$ cat config.mk
export PLATFORM = sky130hd
export DESIGN_NAME = surf_align_sequencer
export DESIGN_NICKNAME = d
export VERILOG_FILES = /design/src/rtl/surf_align_pkg.sv /design/src/rtl/wb_single_master.sv /design/src/rtl/surf_align_sequencer.sv
export SDC_FILE = /design/constraint.sdc
export NUM_CORES = 1
export LEC_CHECK = 0
export CAP_MARGIN = 20
export CORE_MARGIN = 1
export CORE_UTILIZATION = 50
export CTS_CLUSTER_DIAMETER = 100
export DETAILED_ROUTE_END_ITERATION = 10
export PLACE_DENSITY = 0.73
export SETUP_SLACK_MARGIN = 0.5
export SLEW_MARGIN = 10
export SYNTH_ARGS = -nofsm -noshare
export SYNTH_HDL_FRONTEND = slang
export SYNTH_SLANG_ARGS = --single-unit
$ cat constraint.sdc
create_clock -name wb_clk_i -period 9 [get_ports wb_clk_i]
set_input_delay 1.35 -clock wb_clk_i [delete_from_list [all_inputs] [get_ports wb_clk_i]]
set_output_delay 1.35 -clock wb_clk_i [all_outputs]
set_load 0.05 [all_outputs]
$ cat src/rtl/surf_align_pkg.sv
// Shared definitions for the SURF link alignment sequencer: register map,
// sequencer states and result codes.
package surf_align_pkg;

    localparam logic [5:0] BASE_COUT   = 6'h00;
    localparam logic [5:0] BASE_DOUT   = 6'h10;
    localparam logic [5:0] OFS_CONTROL = 6'h0;
    localparam logic [5:0] OFS_IDELAY  = 6'h4;
    localparam logic [5:0] OFS_BITERR  = 6'h8;

    localparam logic [1:0] FC_NONE   = 2'd0;
    localparam logic [1:0] FC_BUS    = 2'd1;
    localparam logic [1:0] FC_SYSCLK = 2'd2;
    localparam logic [1:0] FC_WIDTH  = 2'd3;

    typedef enum logic [3:0] {
        ST_IDLE,
        ST_SET_INTV,
        ST_SET_TAP,
        ST_SETTLE,
        ST_RD_DISCARD,
        ST_WAIT_INTV,
        ST_RD_COUNT,
        ST_EVAL,
        ST_NEXT,
        ST_FINISH,
        ST_DONE,
        ST_FAIL
    } state_t;

endpackage

$ cat src/rtl/wb_single_master.sv
// Single Wishbone classic transaction engine: one read or write per req pulse,
// terminated by ack, err/rty or a response timeout.
module wb_single_master #(
    parameter logic [15:0] TIMEOUT = 16'd1023
) (
    input  logic        wb_clk_i,
    input  logic        wb_rst_n_i,
    input  logic        req,
    input  logic        we,
    input  logic [5:0]  adr,
    input  logic [31:0] dat,
    output logic        done,
    output logic        err,
    output logic [31:0] rdata,
    output logic        wbm_cyc_o,
    output logic        wbm_stb_o,
    output logic        wbm_we_o,
    output logic [5:0]  wbm_adr_o,
    output logic [31:0] wbm_dat_o,
    output logic [3:0]  wbm_sel_o,
    input  logic [31:0] wbm_dat_i,
    input  logic        wbm_ack_i,
    input  logic        wbm_err_i,
    input  logic        wbm_rty_i
);

    logic        cyc_reg;
    logic        we_reg;
    logic [5:0]  adr_reg;
    logic [31:0] dat_reg;
    logic        done_reg;
    logic        err_reg;
    logic [31:0] rdata_reg;
    logic [15:0] tmo_cnt_reg;

    always_ff @(posedge wb_clk_i) begin
        if (!wb_rst_n_i) begin
            cyc_reg     <= 1'b0;
            we_reg      <= 1'b0;
            adr_reg     <= '0;
            dat_reg     <= '0;
            done_reg    <= 1'b0;
            err_reg     <= 1'b0;
            rdata_reg   <= '0;
            tmo_cnt_reg <= '0;
        end else begin
            done_reg <= 1'b0;
            if (!cyc_reg) begin
                if (req) begin
                    cyc_reg     <= 1'b1;
                    we_reg      <= we;
                    adr_reg     <= adr;
                    dat_reg     <= dat;
                    tmo_cnt_reg <= '0;
                end
            end else if (wbm_ack_i || wbm_err_i || wbm_rty_i) begin
                // retry is not supported by the register target, so it counts as an error
                cyc_reg   <= 1'b0;
                done_reg  <= 1'b1;
                err_reg   <= wbm_err_i || wbm_rty_i;
                rdata_reg <= wbm_dat_i;
            end else if (tmo_cnt_reg == TIMEOUT - 16'd1) begin
                cyc_reg  <= 1'b0;
                done_reg <= 1'b1;
                err_reg  <= 1'b1;
            end else begin
                tmo_cnt_reg <= tmo_cnt_reg + 16'd1;
            end
        end
    end

    assign done      = done_reg;
    assign err       = err_reg;
    assign rdata     = rdata_reg;
    assign wbm_cyc_o = cyc_reg;
    assign wbm_stb_o = cyc_reg;
    assign wbm_we_o  = we_reg;
    assign wbm_adr_o = adr_reg;
    assign wbm_dat_o = dat_reg;
    assign wbm_sel_o = 4'hF;

endmodule

$ cat src/rtl/surf_align_sequencer.sv
// Automatic IDELAY eye scan for one SURF link: sweeps all taps, measures bit
// errors per tap and programs the centre of the widest error-free window.
module surf_align_sequencer
    import surf_align_pkg::*;
#(
    parameter logic [23:0] INTERVAL      = 24'd131072,
    parameter logic [31:0] WAIT_CYCLES   = 32'd262144,
    parameter logic [15:0] SETTLE_CYCLES = 16'd64,
    parameter logic [15:0] TIMEOUT       = 16'd1023,
    parameter logic [6:0]  MIN_WIDTH     = 7'd8
) (
    input  logic        wb_clk_i,
    input  logic        wb_rst_n_i,
    input  logic        start_i,
    input  logic        target_i,
    output logic        busy_o,
    output logic        done_o,
    output logic        fail_o,
    output logic [1:0]  fail_code_o,
    output logic [5:0]  eye_center_o,
    output logic [6:0]  eye_width_o,
    output logic        wbm_cyc_o,
    output logic        wbm_stb_o,
    output logic        wbm_we_o,
    output logic [5:0]  wbm_adr_o,
    output logic [31:0] wbm_dat_o,
    output logic [3:0]  wbm_sel_o,
    input  logic [31:0] wbm_dat_i,
    input  logic        wbm_ack_i,
    input  logic        wbm_err_i,
    input  logic        wbm_rty_i
);

    state_t      state_reg, state_next;
    logic [5:0]  base_reg, base_next;
    logic [5:0]  tap_reg, tap_next;
    logic [31:0] wait_cnt_reg, wait_cnt_next;
    logic [31:0] errcnt_reg, errcnt_next;
    logic [5:0]  cur_start_reg, cur_start_next;
    logic [6:0]  cur_len_reg, cur_len_next;
    logic [5:0]  best_start_reg, best_start_next;
    logic [6:0]  best_len_reg, best_len_next;
    logic        req_sent_reg, req_sent_next;
    logic        fail_reg, fail_next;
    logic [1:0]  fail_code_reg, fail_code_next;
    logic [5:0]  eye_center_reg, eye_center_next;
    logic [6:0]  eye_width_reg, eye_width_next;

    logic        m_req, m_we, m_done, m_err;
    logic [5:0]  m_adr;
    logic [31:0] m_dat, m_rdata;
    logic        bus_active;
    logic        wr_ok, rd_ok;
    logic [5:0]  center;
    logic [6:0]  len_after;
    logic [5:0]  start_after;
    logic        run_close;

    wb_single_master #(
        .TIMEOUT(TIMEOUT)
    ) u_master (
        .wb_clk_i   (wb_clk_i),
        .wb_rst_n_i (wb_rst_n_i),
        .req        (m_req),
        .we         (m_we),
        .adr        (m_adr),
        .dat        (m_dat),
        .done       (m_done),
        .err        (m_err),
        .rdata      (m_rdata),
        .wbm_cyc_o  (wbm_cyc_o),
        .wbm_stb_o  (wbm_stb_o),
        .wbm_we_o   (wbm_we_o),
        .wbm_adr_o  (wbm_adr_o),
        .wbm_dat_o  (wbm_dat_o),
        .wbm_sel_o  (wbm_sel_o),
        .wbm_dat_i  (wbm_dat_i),
        .wbm_ack_i  (wbm_ack_i),
        .wbm_err_i  (wbm_err_i),
        .wbm_rty_i  (wbm_rty_i)
    );

    // An all-ones read means the target's sysclk is not running.
    assign wr_ok = m_done && !m_err;
    assign rd_ok = wr_ok && (m_rdata != 32'hFFFF_FFFF);

    // Run tracker: a clean tap extends the current run; a dirty tap or the
    // last tap closes it against the best run so far (strictly longer wins).
    assign len_after   = (errcnt_reg == 32'd0) ? cur_len_reg + 7'd1 : cur_len_reg;
    assign start_after = (errcnt_reg == 32'd0 && cur_len_reg == 7'd0) ? tap_reg : cur_start_reg;
    assign run_close   = (errcnt_reg != 32'd0) || (tap_reg == 6'd63);
    assign center      = best_start_reg + best_len_reg[6:1];

    always_ff @(posedge wb_clk_i) begin
        if (!wb_rst_n_i) begin
            state_reg      <= ST_IDLE;
            base_reg       <= '0;
            tap_reg        <= '0;
            wait_cnt_reg   <= '0;
            errcnt_reg     <= '0;
            cur_start_reg  <= '0;
            cur_len_reg    <= '0;
            best_start_reg <= '0;
            best_len_reg   <= '0;
            req_sent_reg   <= 1'b0;
            fail_reg       <= 1'b0;
            fail_code_reg  <= FC_NONE;
            eye_center_reg <= '0;
            eye_width_reg  <= '0;
        end else begin
            state_reg      <= state_next;
            base_reg       <= base_next;
            tap_reg        <= tap_next;
            wait_cnt_reg   <= wait_cnt_next;
            errcnt_reg     <= errcnt_next;
            cur_start_reg  <= cur_start_next;
            cur_len_reg    <= cur_len_next;
            best_start_reg <= best_start_next;
            best_len_reg   <= best_len_next;
            req_sent_reg   <= req_sent_next;
            fail_reg       <= fail_next;
            fail_code_reg  <= fail_code_next;
            eye_center_reg <= eye_center_next;
            eye_width_reg  <= eye_width_next;
        end
    end

    always_comb begin
        state_next      = state_reg;
        base_next       = base_reg;
        tap_next        = tap_reg;
        wait_cnt_next   = '0;
        errcnt_next     = errcnt_reg;
        cur_start_next  = cur_start_reg;
        cur_len_next    = cur_len_reg;
        best_start_next = best_start_reg;
        best_len_next   = best_len_reg;
        fail_next       = fail_reg;
        fail_code_next  = fail_code_reg;
        eye_center_next = eye_center_reg;
        eye_width_next  = eye_width_reg;
        bus_active      = 1'b0;
        m_we            = 1'b0;
        m_adr           = '0;
        m_dat           = '0;

        case (state_reg)
            ST_IDLE: begin
                if (start_i) begin
                    state_next      = ST_SET_INTV;
                    base_next       = target_i ? BASE_DOUT : BASE_COUT;
                    tap_next        = '0;
                    cur_start_next  = '0;
                    cur_len_next    = '0;
                    best_start_next = '0;
                    best_len_next   = '0;
                    fail_next       = 1'b0;
                    fail_code_next  = FC_NONE;
                end
            end
            ST_SET_INTV: begin
                bus_active = 1'b1;
                m_we       = 1'b1;
                m_adr      = base_reg + OFS_BITERR;
                m_dat      = {8'h00, INTERVAL};
                if (wr_ok) state_next = ST_SET_TAP;
            end
            ST_SET_TAP: begin
                bus_active = 1'b1;
                m_we       = 1'b1;
                m_adr      = base_reg + OFS_IDELAY;
                m_dat      = {26'h0, tap_reg};
                if (wr_ok) state_next = ST_SETTLE;
            end
            ST_SETTLE: begin
                if (wait_cnt_reg + 32'd1 >= {16'h0, SETTLE_CYCLES}) state_next = ST_RD_DISCARD;
                else wait_cnt_next = wait_cnt_reg + 32'd1;
            end
            ST_RD_DISCARD: begin
                bus_active = 1'b1;
                m_adr      = base_reg + OFS_BITERR;
                if (rd_ok) state_next = ST_WAIT_INTV;
            end
            ST_WAIT_INTV: begin
                if (wait_cnt_reg + 32'd1 >= WAIT_CYCLES) state_next = ST_RD_COUNT;
                else wait_cnt_next = wait_cnt_reg + 32'd1;
            end
            ST_RD_COUNT: begin
                bus_active = 1'b1;
                m_adr      = base_reg + OFS_BITERR;
                if (rd_ok) begin
                    errcnt_next = m_rdata;
                    state_next  = ST_EVAL;
                end
            end
            ST_EVAL: begin
                cur_start_next = start_after;
                cur_len_next   = run_close ? 7'd0 : len_after;
                if (run_close && len_after > best_len_reg) begin
                    best_start_next = start_after;
                    best_len_next   = len_after;
                end
                state_next = ST_NEXT;
            end
            ST_NEXT: begin
                if (tap_reg == 6'd63) begin
                    state_next = ST_FINISH;
                end else begin
                    tap_next   = tap_reg + 6'd1;
                    state_next = ST_SET_TAP;
                end
            end
            ST_FINISH: begin
                if (!req_sent_reg) begin
                    eye_center_next = center;
                    eye_width_next  = best_len_reg;
                end
                if (best_len_reg < MIN_WIDTH) begin
                    state_next     = ST_FAIL;
                    fail_code_next = FC_WIDTH;
                end else begin
                    bus_active = 1'b1;
                    m_we       = 1'b1;
                    m_adr      = base_reg + OFS_IDELAY;
                    m_dat      = {26'h0, center};
                    if (wr_ok) state_next = ST_DONE;
                end
            end
            ST_DONE: state_next = ST_IDLE;
            ST_FAIL: state_next = ST_IDLE;
            default: state_next = ST_IDLE;
        endcase

        if (bus_active && m_done && !(m_we ? wr_ok : rd_ok)) begin
            state_next     = ST_FAIL;
            fail_code_next = m_err ? FC_BUS : FC_SYSCLK;
        end
        if (state_next == ST_FAIL) fail_next = 1'b1;

        // One request per bus state; the flag drops when the transaction completes.
        m_req         = bus_active && !req_sent_reg;
        req_sent_next = bus_active && !m_done;
    end

    assign busy_o       = (state_reg != ST_IDLE);
    assign done_o       = (state_reg == ST_DONE) || (state_reg == ST_FAIL);
    assign fail_o       = fail_reg;
    assign fail_code_o  = fail_code_reg;
    assign eye_center_o = eye_center_reg;
    assign eye_width_o  = eye_width_reg;

endmodule
==> flow_metrics.env <==
export IMPL_dp_hpwl_um=13200
export IMPL_crit_family="simple AND/OR/NAND/NOR gates"
export IMPL_clock_sinks=180
export IMPL_num_io_pins=102
export IMPL_hold_violations=0
export IMPL_ctsHoldBuffers=0
export IMPL_synth_area_leader_cell="dfxtp_1"
export IMPL_drc_errors=0
export IMPL_clk_pin_slew_ns=0.07
export IMPL_yosysWarnings=0
export IMPL_worst_path_max_delay_cell="nor2_1"
export IMPL_skew_ns=0.00962
export IMPL_numCtsBuffers=17
export IMPL_cts_resized=0
export IMPL_layout_setup_ws_ns=5.02
export IMPL_end_kind="flop"
export IMPL_cp_max_fo=9
export IMPL_grt_use_total_pct=22.2
export IMPL_postRouteAntennaNets=0
export IMPL_synth_top_area_share_pct=42.1
export IMPL_status="finished, final reports clean"
export IMPL_htreeDepth=4
export IMPL_yosys_register_bits=180
export IMPL_portBuffers=69
export IMPL_slew_violations=0
export IMPL_clock_tree_root_cell="clkbuf_16"
export IMPL_cts_buffer_depth=2
export IMPL_core_area_um2=16600
export IMPL_viasPerCell=5.45
export IMPL_row_count=47
export IMPL_async_reset_ff_share_pct=0
export IMPL_yosysUniqueCellTypes=69
export IMPL_first_iter_violations=468
export IMPL_cp_num_buf_inv=2
export IMPL_cp_data_arrival_time_ns=4.33
export IMPL_start_kind="flop"
export IMPL_drt_wl_total_um=18600
export IMPL_grt_max_degree=90
export IMPL_dr_pass1_iters=5
export IMPL_drive_above_1_share_pct=5.40
export IMPL_yosysSeqAreaShare_pct=42.1
export IMPL_clock_latency_ns=0.43
export IMPL_cts_tree="done"
export IMPL_synth_ff_type="dfxtp_1"
export IMPL_fin_crit_sh_pct=44.3
export IMPL_diodes=0
export IMPL_min_period_ns=3.98
export IMPL_postSynthCellCount=1049
export IMPL_initial_core_util_pct=51.4
export IMPL_slowest_delay_ns=0.56
export IMPL_die_h_um=133
export IMPL_synthTopCellsByArea="dfxtp_1 42%, nand2_1 6.4%, a21oi_1 5.7%"
export IMPL_fin_setup_tns_ns=0
export IMPL_rsz0062_at_grt="false"
export IMPL_syn_area_per_cell_um2=8.16
export IMPL_netlist_area_um2=8560
export IMPL_cap_violations=0
export IMPL_holdWs_ns=0.452
export IMPL_relSlewSlack_pct=37.1
export IMPL_synth_most_common_cell="dfxtp_1"
export IMPL_setup_viol=0
export IMPL_wire_per_inst_um=13.9
export IMPL_postCtsSetupRepairBufs=0
export IMPL_gp_congestion=0.908
export IMPL_grt_pass1_wl_um=31800
export IMPL_syn_to_final_growth_pct=15.5
export IMPL_crit_path_frequent_cell="o21a_1"
export IMPL_vias=7252
export IMPL_ir_worst_vdd_uv=137
export IMPL_synth_edff_count=0
export IMPL_tightest_slew_ns=0.937
export IMPL_fmax_ghz=0.251
export IMPL_power_mw=1.70
export IMPL_synth_top_cells_by_count="180 x dfxtp_1, 146 x nand2_1, 126 x nor2_1, 98 x a21oi_1, 46 x nand3_1"
export IMPL_nNetsFinal=1157
export IMPL_path_cells="nor4_1 -> nand4_1 -> nor2_1 -> mux2i_1 -> inv_1 -> ha_1 -> nor2b_1 -> o21a_1 -> o21a_1 -> o21a_1 -> o21a_1 -> o311ai_1 -> buf_4 -> nand3_1 -> a21oi_1"
export IMPL_p_per_area_nw_per_um2=172
export IMPL_pre_cts_ws_ns=5.14
export IMPL_die_w_um=133
export IMPL_antenna_found_initial=0
export IMPL_die_area_um2=17600
export IMPL_grt_overflow_total=0
export IMPL_critPathKind="flop to flop"
export IMPL_p_leak_nw=3.57
export IMPL_hold_class="flop to flop"
export IMPL_cp_required_ns=9.35
export IMPL_grt_pass1_vias=6647
==> layer usage <==
| layer | vias to the layer above | share of wire, % | GRT usage, % |
|---|---|---|---|
| met5 | - | 0 | 0 |
| met4 | 0 | 2.2 | 8.37 |
| met3 | 28 | 5.1 | 4.33 |
| met2 | 247 | 46 | 36.0 |
| met1 | 3280 | 47 | 29.1 |
| li1 | 3697 | - | - |
==> report_power, final <==
part           switching, mW  leakage, nW  internal, mW
registers             0.0164         1.46         0.812
logic                 0.0938         1.82        0.0385
clock network          0.339        0.292         0.402
==> kinds of logic (layout without fill, tap and decap cells) <==
kind of cell	count (synthesis)	after routing	share of synthesized area [%]
AO/OA/AOI/OAI	195	195	14.0
XOR/XNOR	33	33	3.38
adder cells (fa/ha/maj)	20	20	3.01
buffers and inverters	123	141	7.24
flip-flops	180	180	42.1
multiplexers	43	43	5.05
other	2	46	0.0878
AND/OR/NAND/NOR	453	453	25.2
==> worst reg2reg max path, cell delays in order (launching register included) <==
cell      delay [ns]
dfxtp_1         0.31
nor4_1          0.40
nand4_1         0.18
nor2_1          0.56
mux2i_1         0.26
inv_1           0.09
ha_1            0.29
nor2b_1         0.13
o21a_1          0.16
o21a_1          0.16
o21a_1          0.16
o21a_1          0.18
o311ai_1        0.49
buf_4           0.27
nand3_1         0.09
a21oi_1         0.20
==> cell type report <==
class	instances	area [um2]
fillers	1563	6760
multi-input cells	790	4520
flip-flops and latches	180	3600
repair buffers	75	756
clock buffers	18	439
well taps	220	275
clock inverters	14	159
inverters	34	130
==> metrics by stage <==
| stage | instances | utilization (%) | area [um2] |
|---|---|---|---|
| final | 1331 | 59.4 | 9880 |
| after global placement | 1297 | 55.6 | 9250 |
| after floorplan | 1093 | - | 8720 |
| after CTS | 1330 | 59.3 | 9860 |
| after detailed placement | 1298 | 55.7 | 9260 |
| after global routing | 1331 | 59.4 | 9880 |
==> cell usage in the layout, fill, tap and decap left out, types with 3 or more instances in the layout <==
master / Yosys / routed
a2111oi_0: 5 / 5
a211oi_1: 3 / 3
a21o_1: 6 / 6
a21oi_1: 98 / 98
a22oi_1: 5 / 5
a311oi_1: 4 / 4
a31oi_1: 5 / 5
and3_1: 11 / 11
and4_1: 6 / 6
buf_4: 37 / 4
clkbuf_16: 0 / 17
clkdlybuf4s50_1: 0 / 69
conb_1: 2 / 46
dfxtp_1: 180 / 180
ha_1: 19 / 19
inv_1: 34 / 33
inv_6: 0 / 6
mux2i_1: 42 / 42
nand2_1: 146 / 146
nand2b_1: 5 / 5
nand3_1: 46 / 46
nand4_1: 30 / 30
nor2_1: 126 / 125
nor2b_1: 3 / 3
nor3_1: 23 / 23
nor4_1: 15 / 15
o211ai_1: 6 / 6
o21a_1: 6 / 6
o21ai_0: 30 / 30
o31a_1: 4 / 3
or2_2: 4 / 4
or3_1: 16 / 16
or4_1: 4 / 4
xnor2_1: 18 / 18
xor2_1: 15 / 15
==> final timing paths <==
path / start / to / slack (ns) / cells after the start
max: errcnt_reg[25]$_SDFFE_PN0P_ / best_len_reg[1]$_SDFFE_PN0P_ / 5.02 / 15
min reg2reg: u_master.wbm_dat_o[1]$_SDFFE_PN0P_ / u_master.wbm_dat_o[1]$_SDFFE_PN0P_ / 0.45 / 2
min: u_master.wbm_dat_o[1]$_SDFFE_PN0P_ / u_master.wbm_dat_o[1]$_SDFFE_PN0P_ / 0.45 / 2
max reg2reg: errcnt_reg[25]$_SDFFE_PN0P_ / best_len_reg[1]$_SDFFE_PN0P_ / 5.02 / 15
(Power assumes the default switching activity.)
